<file path="src/rtl/bsg_activation_inverse_if.sv">
// Handshake bundle for bsg_activation_inverse: input channel plus result channel.
// An input moves on a rising edge where v_i && ready_and_o; a result leaves when yumi_i is asserted while v_o is high.
interface bsg_activation_inverse_if #(
    parameter int ans_width_p = 32,
    parameter int ang_width_p = 21
);
    logic                   v_i;
    logic [ans_width_p-1:0] data_i;
    logic                   tanh_sel_i;
    logic                   ready_and_o;
    logic                   v_o;
    logic [ang_width_p-1:0] ang_o;
    logic                   yumi_i;

    modport master (
        output v_i, data_i, tanh_sel_i, yumi_i,
        input  ready_and_o, v_o, ang_o
    );

    modport slave (
        input  v_i, data_i, tanh_sel_i, yumi_i,
        output ready_and_o, v_o, ang_o
    );
endinterface

</file>
<file path="src/rtl/bsg_activation_inverse.sv">
// Inverse activation: atanh(t) by iterative hyperbolic CORDIC vectoring, with saturation and small-input bypasses.
// Define BSG_ACTIVATION_INVERSE_LOGIT_EN to add logit(p) = 2*atanh(2p-1), selected by tanh_sel_i.
module bsg_activation_inverse #(
    parameter int         ans_width_p   = 32,
    parameter int         ang_width_p   = 21,
    parameter int         precision_p   = 16,
    parameter logic [7:0] thresh_p      = 8'b00001100,
    parameter int         zero_thresh_p = 'h14
) (
    input  logic                      clk_i,
    input  logic                      reset_n_i,
    bsg_activation_inverse_if.slave   io,
    output logic [2:0]                state_o
);

    localparam int W       = ans_width_p + 2;
    localparam int G_RAW   = W - precision_p - 6;
    // Guard bits below the binary point of x/y keep shift truncation out of the result.
    localparam int G       = (G_RAW > 0) ? G_RAW : 0;
    localparam int LUT_SHL = (precision_p >= 16) ? precision_p - 16 : 0;
    localparam int LUT_SHR = (precision_p < 16) ? 16 - precision_p : 0;

    localparam logic signed [W-1:0] ONE     = {{(W-1){1'b0}}, 1'b1} << precision_p;
    localparam logic signed [W-1:0] THRESH  = {{(W-8){1'b0}}, thresh_p} << (precision_p - 4);
    localparam logic signed [W-1:0] ZTHRESH = W'(zero_thresh_p);
    localparam logic [4:0]          ITER_LAST = 5'd17;

    localparam logic signed [ang_width_p-1:0] ANG_MAX = {1'b0, {(ang_width_p-1){1'b1}}};
    localparam logic signed [ang_width_p-1:0] ANG_MIN = {1'b1, {(ang_width_p-2){1'b0}}, 1'b1};
    localparam logic signed [W:0]             R_MAX   = {{(W+2-ang_width_p){1'b0}}, {(ang_width_p-1){1'b1}}};
    localparam logic signed [W:0]             R_MIN   = -R_MAX;

    typedef enum logic [2:0] {S_IDLE, S_PREP, S_ITER, S_POST, S_DONE} state_e;

    state_e                 state_r, state_nxt;
    logic [ans_width_p-1:0] data_r;
    logic                   neg_r, sat_r;
    logic signed [W-1:0]    x_r, y_r, z_r;
    logic [4:0]             cnt_r;
    logic [ang_width_p-1:0] ang_r;
    logic                   accept;

    logic signed [W-1:0]    data_ext, u, u_abs;
    logic                   sat, zero;
    logic [4:0]             sh;
    logic signed [W-1:0]    xs, ys, at, x_nxt, y_nxt, z_nxt;
    logic signed [W:0]      r_mag, r_sgn;
    logic [ang_width_p-1:0] ang_nxt;

`ifdef BSG_ACTIVATION_INVERSE_LOGIT_EN
    logic sel_r;
`else
    logic unused_tanh_sel;
    assign unused_tanh_sel = io.tanh_sel_i;
`endif

    // atanh(2^-i) rounded to Q16, rescaled to the working precision.
    function automatic logic signed [W-1:0] atanh_lut(input logic [4:0] i);
        logic [W-1:0] q16;
        case (i)
            5'd1:    q16 = W'(35999);
            5'd2:    q16 = W'(16739);
            5'd3:    q16 = W'(8235);
            5'd4:    q16 = W'(4101);
            5'd5:    q16 = W'(2049);
            5'd6:    q16 = W'(1024);
            5'd7:    q16 = W'(512);
            5'd8:    q16 = W'(256);
            5'd9:    q16 = W'(128);
            5'd10:   q16 = W'(64);
            5'd11:   q16 = W'(32);
            5'd12:   q16 = W'(16);
            5'd13:   q16 = W'(8);
            5'd14:   q16 = W'(4);
            5'd15:   q16 = W'(2);
            5'd16:   q16 = W'(1);
            default: q16 = '0;
        endcase
        return $signed((q16 << LUT_SHL) >> LUT_SHR);
    endfunction

    // Step k -> shift i; steps 4 and 14 repeat shifts 4 and 13.
    function automatic logic [4:0] shift_of(input logic [4:0] k);
        if (k < 5'd4)       return k + 5'd1;
        else if (k < 5'd14) return k;
        else                return k - 5'd1;
    endfunction

    assign io.ready_and_o = (state_r == S_IDLE) & reset_n_i;
    assign io.v_o         = (state_r == S_DONE);
    assign io.ang_o       = ang_r;
    assign state_o        = state_r;
    assign accept         = io.v_i & io.ready_and_o;

    always_comb begin
        data_ext = {{2{data_r[ans_width_p-1]}}, data_r};
`ifdef BSG_ACTIVATION_INVERSE_LOGIT_EN
        u = sel_r ? data_ext : ((data_ext <<< 1) - ONE);
`else
        u = data_ext;
`endif
        u_abs = u[W-1] ? -u : u;
        sat   = (u_abs > THRESH);
        zero  = !sat && (u_abs < ZTHRESH);

        sh    = shift_of(cnt_r);
        xs    = x_r >>> sh;
        ys    = y_r >>> sh;
        at    = atanh_lut(sh);
        if (!y_r[W-1]) begin
            x_nxt = x_r - ys;
            y_nxt = y_r - xs;
            z_nxt = z_r + at;
        end else begin
            x_nxt = x_r + ys;
            y_nxt = y_r + xs;
            z_nxt = z_r - at;
        end

        r_mag = {z_r[W-1], z_r};
`ifdef BSG_ACTIVATION_INVERSE_LOGIT_EN
        if (!sel_r) r_mag = r_mag <<< 1;
`endif
        r_sgn = neg_r ? -r_mag : r_mag;
        if (sat_r)              ang_nxt = neg_r ? ANG_MIN : ANG_MAX;
        else if (r_sgn > R_MAX) ang_nxt = ANG_MAX;
        else if (r_sgn < R_MIN) ang_nxt = ANG_MIN;
        else                    ang_nxt = r_sgn[ang_width_p-1:0];
    end

    always_comb begin
        state_nxt = state_r;
        case (state_r)
            S_IDLE:  if (accept) state_nxt = S_PREP;
            S_PREP:  state_nxt = (sat | zero) ? S_POST : S_ITER;
            S_ITER:  if (cnt_r == ITER_LAST) state_nxt = S_POST;
            S_POST:  state_nxt = S_DONE;
            S_DONE:  if (io.yumi_i) state_nxt = S_IDLE;
            default: state_nxt = S_IDLE;
        endcase
    end

    always_ff @(posedge clk_i or negedge reset_n_i) begin
        if (!reset_n_i) state_r <= S_IDLE;
        else            state_r <= state_nxt;
    end

    always_ff @(posedge clk_i or negedge reset_n_i) begin
        if (!reset_n_i) begin
            data_r <= '0;
            neg_r  <= 1'b0;
            sat_r  <= 1'b0;
            x_r    <= '0;
            y_r    <= '0;
            z_r    <= '0;
            cnt_r  <= '0;
            ang_r  <= '0;
`ifdef BSG_ACTIVATION_INVERSE_LOGIT_EN
            sel_r  <= 1'b0;
`endif
        end else begin
            case (state_r)
                S_IDLE: if (accept) begin
                    data_r <= io.data_i;
`ifdef BSG_ACTIVATION_INVERSE_LOGIT_EN
                    sel_r  <= io.tanh_sel_i;
`endif
                end
                S_PREP: begin
                    neg_r <= u[W-1];
                    sat_r <= sat;
                    x_r   <= ONE <<< G;
                    y_r   <= u_abs <<< G;
                    z_r   <= zero ? u_abs : '0;
                    cnt_r <= '0;
                end
                S_ITER: begin
                    x_r   <= x_nxt;
                    y_r   <= y_nxt;
                    z_r   <= z_nxt;
                    cnt_r <= cnt_r + 5'd1;
                end
                S_POST: begin
                    ang_r <= ang_nxt;
                    cnt_r <= '0;
                end
                default: ;
            endcase
        end
    end

endmodule

</file>
<file path="src/flat_wrapper.sv">
// flat-port wrapper written by rule: the top's interface ports become plain ports
module bsg_activation_inverse_flat 
#(
    parameter int         ans_width_p   = 32,
    parameter int         ang_width_p   = 21,
    parameter int         precision_p   = 16,
    parameter logic [7:0] thresh_p      = 8'b00001100,
    parameter int         zero_thresh_p = 'h14
)
  (clk_i, reset_n_i, state_o, io_v_i, io_data_i, io_tanh_sel_i, io_yumi_i, io_ready_and_o, io_v_o, io_ang_o);
  bsg_activation_inverse_if #(.ans_width_p(ans_width_p), .ang_width_p(ang_width_p)) io_i ();
  input  logic clk_i;
  input  logic reset_n_i;
  output logic [2:0] state_o;
  input wire logic [$bits(io_i.v_i)-1:0] io_v_i;
  input wire logic [$bits(io_i.data_i)-1:0] io_data_i;
  input wire logic [$bits(io_i.tanh_sel_i)-1:0] io_tanh_sel_i;
  input wire logic [$bits(io_i.yumi_i)-1:0] io_yumi_i;
  output wire logic [$bits(io_i.ready_and_o)-1:0] io_ready_and_o;
  output wire logic [$bits(io_i.v_o)-1:0] io_v_o;
  output wire logic [$bits(io_i.ang_o)-1:0] io_ang_o;
  assign io_i.v_i = io_v_i;
  assign io_i.data_i = io_data_i;
  assign io_i.tanh_sel_i = io_tanh_sel_i;
  assign io_i.yumi_i = io_yumi_i;
  assign io_ready_and_o = io_i.ready_and_o;
  assign io_v_o = io_i.v_o;
  assign io_ang_o = io_i.ang_o;
  bsg_activation_inverse #(.ans_width_p(ans_width_p), .ang_width_p(ang_width_p), .precision_p(precision_p), .thresh_p(thresh_p), .zero_thresh_p(zero_thresh_p)) u_core (.clk_i(clk_i), .reset_n_i(reset_n_i), .io(io_i), .state_o(state_o));
endmodule
</file>
<file path="config.mk">
export PLATFORM = sky130hd
export DESIGN_NAME = bsg_activation_inverse_flat
export DESIGN_NICKNAME = d
export VERILOG_FILES = /design/src/rtl/bsg_activation_inverse_if.sv /design/src/rtl/bsg_activation_inverse.sv /design/src/flat_wrapper.sv
export SDC_FILE = /design/constraint.sdc
export NUM_CORES = 1
export LEC_CHECK = 0
export BUFFER_PORTS_ARGS = -buffer_cell sky130_fd_sc_hd__buf_2
export CAP_MARGIN = 20
export CORE_UTILIZATION = 45
export CTS_CLUSTER_DIAMETER = 60
export DETAILED_ROUTE_END_ITERATION = 10
export HOLD_SLACK_MARGIN = 0.02
export PLACE_DENSITY = 0.66
export SLEW_MARGIN = 20
export SYNTH_ARGS = -nofsm -noshare
export SYNTH_HDL_FRONTEND = slang
export SYNTH_SLANG_ARGS = --single-unit
</file>
<file path="constraint.sdc">
create_clock -name clk_i -period 17.6 [get_ports clk_i]
set_input_delay 2.64 -clock clk_i [delete_from_list [all_inputs] [get_ports clk_i]]
set_output_delay 2.64 -clock clk_i [all_outputs]
set_load 0.03 [all_outputs]
</file>
==> qor.yml <==
status: "completed"
cts_tree: "yes"
critPathCaptureType: "register"
path_class: "reg2reg"
drt_iter0_drc: 2342
post_cts_resized: 0
synth_fp_nets: 2890
synthTopCellsByArea: "dfrtp_1 (20%), ha_1 (6.5%), nand2_1 (5.7%)"
synth_edf_count: 0
start_kind: "register"
grt.met2_usage: 0.510
port_buffers: 61
async_flop_share: 1.00
min_path_type: "reg2reg"
first_global_vias: 21000
maxCapViolations: 0
clk_pin_slew_ns: 0.07
wl_per_cell_um: 23.8
cts_sinks: 165
fp-row-count: 78
yosys.area.top_type: "dfrtp_1"
dieArea_sq_um: 47400
drc: 0
cts_hold_buf: 0
grt_first_pass_wirelength_um: 122000
use_met3: 0.0664
diodes: 0
fillCellCount: 4519
drtAntennaViolNets: 0
clock_latency_ns: 0.50
design.core.area_sq_um: 45700
die_x_um: 218
synth_ff_type: "dfrtp_1"
hold_viol: 0
antenna_found_initial: 0
cts.path.max_buffers: 2
fin_util: 0.483
crit_path_max_fanout: 58
worstPathRequired_ns: 17.99
post-cts-setup-buffers: 0
skew_ns: 0.0144
finalCriticalPeriod_ns: 9.77
grtUsageMet1: 0.444
drtPass1Iterations: 6
worst_pin_slew_ns: 1.08
yosys_warnings: 0
grt_overflow: 0
ys_seq_area_frac: 0.197
pin_count: 63
arrival_ns: 10.16
mostFrequentLayoutCell: "nand2_1"
via_per_inst: 6.63
h-tree-depth: 4
slew_headroom: 0.281
synth_cell_types: 100
period_share: 0.555
rsz0062_at_grt: "false"
grt_max_degree: 117
hpwl_um: 58300
place_congestion: 1.07
yosys.area.top_type_share: 0.197
fmax_ghz: 0.102
area_growth_pct: 5.32
numCtsBuffers: 17
grt.busiest_layer: "met2"
synth_cells: 2741
setup_viol: 0
dr_total_vias: 21900
finalSetupTns_ns: 0
die_h_um: 218
num-nets-final: 2833
ys_ff_latch: 165
final_cell_mix: "nand2_1 (319), nor2_1 (227), o21ai_0 (197)"
drv_slew: 0
cts-root-buf: "clkbuf_16"
initial_utilization: 0.459
drive_gt1_frac: 0.0975
synth_area_sq_um: 20900
synth_area_per_cell_sq_um: 7.64
wirelength_um: 78600
grt.total_usage: 0.332
## metrics by stage
| step | cell area, sq um | setup WS [ns] | std cells | hold WS (ns) |
|---|---|---|---|---|
| after floorplan | 20900 | 10.93 | 2741 | 0.491 |
| after global placement | 21400 | 8.34 | 3265 | 0.456 |
| after detailed placement | 21400 | 8.12 | 3265 | 0.464 |
| after CTS | 22100 | 8.09 | 3297 | 0.484 |
| after global routing | 22100 | 7.13 | 3297 | 0.507 |
| final | 22100 | 7.83 | 3297 | 0.480 |
## sequential cells by signal (all words and copies together) (netlist names)
signal	count
u_core.cnt_r	5
u_core.sat_r	1
u_core.state_o	3
u_core.data_r	32
u_core.io.ang_o	21
u_core.y_r	34
u_core.x_r	34
u_core.z_r	34
u_core.neg_r	1
## area by class of cell
cell class | count | area, sq um | share of cell area
well taps | 600 | 751 | 0.0340
clock inverters | 14 | 179 | 0.00811
clock buffers | 18 | 439 | 0.0199
flip-flops and latches | 165 | 4130 | 0.187
repair buffers | 101 | 624 | 0.0283
multi-input cells | 2335 | 15700 | 0.711
inverters | 64 | 240 | 0.0109
## cell usage after synthesis, drive strengths merged (10+ instances only)
cell and instances:
or3 24, a22oi 86, buf 90, nand2b 83, and3 18, dfrtp 165, o21a 23, o21ai 204
nor4 17, clkbuf 87, o221ai 15, ha 109, inv 64, nor2 233, a311oi 11, xor2 107
nand2 322, o22a 11, a22o 19, mux2 51, or2 15, nor3 61, o31ai 26, nand4 15
a211oi 79, a31oi 33, a21oi 184, o22ai 21, o221a 18, a221oi 18, nor2b 26, xnor2 85
o211ai 32, nand3 64, and2 22, or4 14, mux2i 79, a21o 49, a32oi 14, a32o 10
o21bai 13
## cells by family (layout without fill, tap and decap cells)
group / Yosys count / count (layout) / share of synthesized area
compound gates: 957 / 957 / 0.313
xor+xnor: 192 / 192 / 0.0807
fa+ha+maj: 112 / 112 / 0.0680
buf+inv: 241 / 197 / 0.0568
flops: 165 / 165 / 0.197
mux: 133 / 133 / 0.0684
simple gates: 941 / 941 / 0.216
## routing by layer
layer / share of wire / wire [um]
met5: 0 / 0
met4: 0.043 / 3390
met3: 0.077 / 6040
met2: 0.44 / 34700
met1: 0.44 / 34400
## worst max-delay path, stage by stage, from the launching register on
cell and delay, ns:
dfrtp_1 0.85, or2_2 0.23, buf_4 0.55, nand3_1 0.47
nand2_2 0.72, mux4_2 0.62, a221oi_2 0.56, nor2_1 0.08
a211oi_1 0.63, and3_1 0.37, nor3b_2 0.60, a41oi_1 0.22
xor2_1 0.20, ha_1 0.37, nand3_1 0.11, nor2_1 0.25
o21ai_0 0.16, o21ai_0 0.49, nand2_1 0.11, o21ai_0 0.30
or4_1 0.17, a31oi_1 0.11, nor2b_1 0.14, o21ai_0 0.15
a2111oi_0 0.81, nand3_1 0.15, o311a_1 0.15
## path summary, 6_finish.rpt
| path | start | to | slack [ns] | depth (start not counted) |
|---|---|---|---|---|
| worst max-delay path | u_core.cnt_r[2] | u_core.y_r[32] | 7.83 | 26 |
| worst min-delay path | u_core.io.ang_o[20] | u_core.io.ang_o[20] | 0.48 | 2 |
| worst max register to register | u_core.cnt_r[2] | u_core.y_r[32] | 7.83 | 26 |
| worst min register to register | u_core.io.ang_o[20] | u_core.io.ang_o[20] | 0.48 | 2 |
| max in group asynchronous | reset_n_i | u_core.cnt_r[0] | 14.27 | 2 |
| min in group asynchronous | reset_n_i | u_core.io.ang_o[20] | 2.01 | 1 |
Power is left out: the tool's default activity adds up to more than one toggle a clock period on the data nets, which glitch-free logic cannot reach.
